## config.mk

```make
export PLATFORM = sky130hd
export DESIGN_NAME = knn_local_sp_arbiter
export DESIGN_NICKNAME = d
export VERILOG_FILES = /design/src/rtl/knn_local_sp_arbiter.sv
export SDC_FILE = /design/constraint.sdc
export NUM_CORES = 1
export LEC_CHECK = 0
export ABC_AREA = 1
export BUFFER_PORTS_ARGS = -buffer_cell sky130_fd_sc_hd__buf_2
export CORE_AREA = 8 8 412 414
export DETAILED_ROUTE_END_ITERATION = 16
export DIE_AREA = 0 0 420 422
export PLACE_DENSITY = 0.4
export SETUP_SLACK_MARGIN = 0.05
export SYNTH_ARGS = -nofsm -noshare
export SYNTH_HDL_FRONTEND = slang
export SYNTH_SLANG_ARGS = --single-unit
```

## constraint.sdc

```tcl
create_clock -name clk -period 39.6 [get_ports clk]
set_clock_uncertainty 0.2 [all_clocks]
set_input_delay 7.92 -clock clk [delete_from_list [all_inputs] [get_ports clk]]
set_output_delay 7.92 -clock clk [all_outputs]
set_load 0.005 [all_outputs]
```

## src/rtl/knn_local_sp_arbiter.sv

```systemverilog
// Round-robin arbiter sharing one single-port local buffer between the load
// engine (writes) and the partial-kNN compute engine (reads), with credited responses.
module knn_local_sp_arbiter #(
    parameter int DataWidth    = 256,
    parameter int AddressWidth = 11,
    parameter int RdLat        = 2,
    parameter int RespDepth    = 4
) (
    input  logic                      clk,
    input  logic                      reset,
    input  logic                      wr_valid,
    output logic                      wr_ready,
    input  logic [AddressWidth-1:0]   wr_addr,
    input  logic [DataWidth-1:0]      wr_data,
    input  logic                      rd_valid,
    output logic                      rd_ready,
    input  logic [AddressWidth-1:0]   rd_addr,
    output logic                      rsp_valid,
    input  logic                      rsp_ready,
    output logic [DataWidth-1:0]      rsp_data,
    output logic [AddressWidth-1:0]   mem_address,
    output logic                      mem_ce,
    output logic                      mem_we,
    output logic [DataWidth-1:0]      mem_d,
    input  logic [DataWidth-1:0]      mem_q,
    output logic [$clog2(RespDepth):0] credits_used,
    output logic                      idle
);
    localparam int CntW = $clog2(RespDepth) + 1;
    localparam int PtrW = $clog2(RespDepth);

    typedef enum logic {GRANT_RD = 1'b0, GRANT_WR = 1'b1} grant_t;

    grant_t                last_grant;
    logic [RdLat-1:0]      vld_pipe;
    logic [DataWidth-1:0]  fifo_mem [RespDepth];
    logic [PtrW-1:0]       wptr, rptr;
    logic [CntW-1:0]       fifo_count;
    logic                  rd_eligible, grant_wr, grant_rd, push, pop;

    // Credits cover both in-flight reads and queued responses, so the FIFO can never overflow.
    assign rd_eligible = !reset && rd_valid && (credits_used < CntW'(RespDepth));

    always_comb begin
        grant_wr = 1'b0;
        grant_rd = 1'b0;
        if (!reset) begin
            if (wr_valid && rd_eligible) begin
                grant_wr = (last_grant == GRANT_RD);
                grant_rd = (last_grant == GRANT_WR);
            end else begin
                grant_wr = wr_valid;
                grant_rd = rd_eligible;
            end
        end
    end

    assign wr_ready    = grant_wr;
    assign rd_ready    = grant_rd;
    assign mem_ce      = grant_wr | grant_rd;
    assign mem_we      = grant_wr;
    assign mem_d       = wr_data;
    assign mem_address = grant_wr ? wr_addr : (grant_rd ? rd_addr : '0);

    assign push      = !reset && vld_pipe[RdLat-1];
    assign rsp_valid = !reset && (fifo_count != '0);
    assign pop       = rsp_valid && rsp_ready;
    assign rsp_data  = fifo_mem[rptr];
    assign idle      = (credits_used == '0);

    always_ff @(posedge clk) begin
        if (reset) begin
            last_grant   <= GRANT_RD;
            vld_pipe     <= '0;
            wptr         <= '0;
            rptr         <= '0;
            fifo_count   <= '0;
            credits_used <= '0;
        end else begin
            if (grant_wr)      last_grant <= GRANT_WR;
            else if (grant_rd) last_grant <= GRANT_RD;
            vld_pipe[0] <= grant_rd;
            for (int i = 1; i < RdLat; i++) vld_pipe[i] <= vld_pipe[i-1];
            if (push) wptr <= wptr + 1'b1;
            if (pop)  rptr <= rptr + 1'b1;
            fifo_count   <= fifo_count + CntW'(push) - CntW'(pop);
            credits_used <= credits_used + CntW'(grant_rd) - CntW'(pop);
            assert (!(push && !pop && fifo_count == CntW'(RespDepth)));
        end
    end

    // Response storage carries no reset; only the pointers qualify it.
    always_ff @(posedge clk) begin
        if (push) fifo_mem[wptr] <= mem_q;
    end
endmodule

```

==> key figures <==
Power
  – Comb power frac: 0.112
  – Switching fraction of total power: 0.254
  – Reg power frac: 0.482
  – Max VDD drop: 0.0000312 V
  – Internal: roughly 1.9 mW
  – Power, Total: about 2.5 mW
  – P_leak: between 15 and 20 nW
  – Pwr Density: between 50 and 60 mW/mm²
  – Total net switching power: 0.646 mW
  – Clk pwr share: 0.406

Logic synthesis
  – Synth Area in Compound Gates: 0.103
  – Post-Synth XOR/XNOR Area: 0.000646
  – Cells after synthesis: approximately 2900
  – Leading post-synthesis cells by cell area: edfxtp_1 76%, o21ai_0 6.2%, buf_4 5.1%
  – Syn nets: approximately 3400
  – Adder-cell share of the synthesized area: 0.00345
  – Area of the mapped netlist: between 0.04 and 0.05 mm²
  – Post-synth top area cell: edfxtp_1
  – Top-area cell type share of the netlist area: 0.757
  – Synth Register Bits: between 1000 and 1500
  – Avg Cell Area, Syn: around 14 µm²
  – Distinct cells, synth: 23
  – Yosys synthesis warning count: 0
  – Mux share of post-synthesis cell area: 0
  – Simple-Gate Fraction of Synth Area: 0.0543
  – Main combinational cell family by area after synthesis: compound AO/OA/AOI/OAI gates
  – Seq/Total Area, Yosys: 0.764

Detailed routing
  – Vias: between 20000 and 25000
  – DRT antenna net count: 0
  – Final WL: ~160000 µm
  – Avg WL per Cell: approximately 30 µm
  – Iter 0 DRT Violations: 1458
  – Pre-Repair DR Iteration Count: 5
  – # DRC: 0
  – Vias per inst: about 4.4

Min path
  – Hold Crit Class: flop to flop

STA
  – FMAX: 58.4 MHz
  – Hold Vio Cnt, Final: 0
  – Setup TNS: 0 ps
  – Post-layout min period: approximately 17000 ps
  – Setup violators final: 0
  – Worst Tran Pin Value: ~1100 ps
  – Unrepaired setup endpoints after global routing: no
  – Final cycle utilization of the critical path: 0.432
  – Final Max Slew Viols: 0
  – Relative slew slack: 0.254

Setup path
  – WS Path Type: primary input to output pin
  – CP top delay family: buffers and inverters
  – Cell depth of the worst setup path: 7
  – Worst EP arrival: 9010 ps
  – R2r setup slk: 35210 ps
  – Crit path from: reset
  – CP Launch Type: primary input
  – Crit-path max FO: 15
  – Critical path's slowest cell: inv_1
  – Worst flop-to-flop path startpoint: vld_pipe[1]
  – CP Capture Type: output pin
  – Critical path endpoint: mem_address[3]
  – Reg2Reg Depth: 5
  – WP buf/inv: 3
  – R2R Path End: fifo_mem[0][151]
  – Crit-path most repeated cell: nand2_1
  – Crit path required time: between 30000 and 40000 ps
  – CP peak stage delay: roughly 300 ps
  – Cell breakdown of the critical path: buf_2, nor3_1, nand2_1, inv_1, nand2_1, nand2_1, buf_2

Outcome
  – Outcome: completed

Layout
  – Post-layout nets: roughly 3700
  – Design area: between 0.04 and 0.05 mm²
  – Most frequent cells in the layout: 1024 x edfxtp_1, 558 x buf_2, 527 x nor2_1, 504 x o21ai_0, 256 x o22ai_1
  – Fillers: around 17000
  – Fraction of layout cells with a size suffix above 1: 0.233
  – Layout Cells excl Fill: ~5500
  – Area growth syn-to-layout: 16.4%
  – Most common cell after layout, fill and taps aside: edfxtp_1
  – Sequential cell area: just over 0.03 mm²
  – Area used by multi-input combinational logic: about 0.0066 mm²
  – Fin util: 0.289

Floorplanning
  – Core area: 0.163 mm²
  – Die area: approximately 0.18 mm²
  – Die height: 422 µm
  – Rows: between 100 and 150
  – Die W: 420 µm
  – # IOs: about 1100
  – Initial Utilization: 0.249

GRT
  – Total GRT Usage: 0.172
  – Final global-route overflow total: 0
  – Initial antenna violation count: 67
  – First-pass GRT wire length: between 200000 and 250000 µm
  – Number of global-route vias before repair: roughly 23000
  – Pin count of the biggest net entering global routing: 198

CTS
  – Hold buffer count at CTS: 0
  – Setup repair bufs after CTS: 0
  – Total CTS buffers: between 100 and 150
  – Htree depth: 3
  – CTS root buf: clkbuf_16
  – Sinks on Clock Net: approximately 1000
  – Clock Pin Slew Worst Setup and Hold Paths: roughly 60 ps
  – CTS max path bufs: 3
  – PostCTS Resize Cnt: 0
  – Worst skew pair latency: approximately 700 ps
  – TritonCTS clock tree: yes

Placement
  – GPL Wtd Cong: 0.916
  – PortBufs: 558
  – Area post-placement: 0.0436 mm²
  – Dpl cells: 5225
  – DP Wirelength: 115000 µm

Job
  – Max cap viols: 0
tightest hold or removal path: cells and delay by family (launching register included):
kind          cells  cell delay, ps
flops             1             290
simple gates      1              30
buf+inv           1              40
registers in the layout (all words and copies together), names as in the netlist, named ones only:
register,count
credits_used,3
fifo_count,3
fifo_mem,1024
last_grant,1
rptr,2
vld_pipe,2
wptr,2
cell families after synthesis:
family / Yosys count
flip-flops: 1039
AND/OR/NAND/NOR: 585
adder cells (fa/ha/maj): 10
AO/OA/AOI/OAI: 773
buffers and inverters: 462
XOR/XNOR: 3
how the worst min path moves through the flow:
stage	start	endpoint	slack (ps)	cells past startpoint
after floorplan	vld_pipe[0]	vld_pipe[1]	190	2
after global placement	vld_pipe[0]	vld_pipe[1]	190	2
after detailed placement	vld_pipe[0]	vld_pipe[1]	200	2
after CTS	vld_pipe[0]	vld_pipe[1]	200	2
after global routing	vld_pipe[0]	vld_pipe[1]	220	2
final	vld_pipe[0]	vld_pipe[1]	200	2
per-layer routing:
metal | wire length [µm] | vias to the layer above | part of all wire | global-route usage
met1 | 45800 | 11800 | 0.28 | 0.142
li1 | - | 11000 | - | -
met4 | 6800 | 12 | 0.042 | 0.0589
met3 | 21200 | 306 | 0.13 | 0.101
met2 | 87200 | 1137 | 0.54 | 0.331
met5 | 172 | - | 0.0011 | 0.00601
cell usage after synthesis:
cell,instances
a21oi_1,4
buf_2,49
buf_4,274
buf_6,27
clkbuf_1,79
dfxtp_1,15
edfxtp_1,1024
fa_1,2
ha_1,8
inv_1,32
inv_4,1
nand2_1,49
nand3_1,1
nand4_1,1
nor2_1,531
nor3_1,2
nor3b_1,1
o21ai_0,504
o21ai_1,8
o22ai_1,256
o31ai_1,1
xnor2_1,2
xor2_1,1
stage by stage:
stage	hold WS [ps]	worst slack, ps
floorplan	188	19790
global placement	190	22470
detailed placement	196	22430
CTS	204	22430
global route	220	22310
finish	202	22470
area by class of cell:
type                    instances  share of cell area
flip-flops and latches       1039               0.657
multi-input cells            1371               0.139
repair buffers                593              0.0651
diodes                         11            0.000582
clock inverters                65              0.0109
inverters                      33             0.00312
clock buffers                 153              0.0661
well taps                    2189              0.0579
power groups by stage:
stage / clock network [mW] / logic (mW) / registers, mW
floorplan: 0 / 0.176 / 1.25
global placement: 0 / 0.295 / 1.25
detailed placement: 0 / 0.295 / 1.25
CTS: 1.07 / 0.295 / 1.23
global route: 1.10 / 0.314 / 1.23
finish: 1.03 / 0.285 / 1.23
Power figures use the tool's default switching activity.
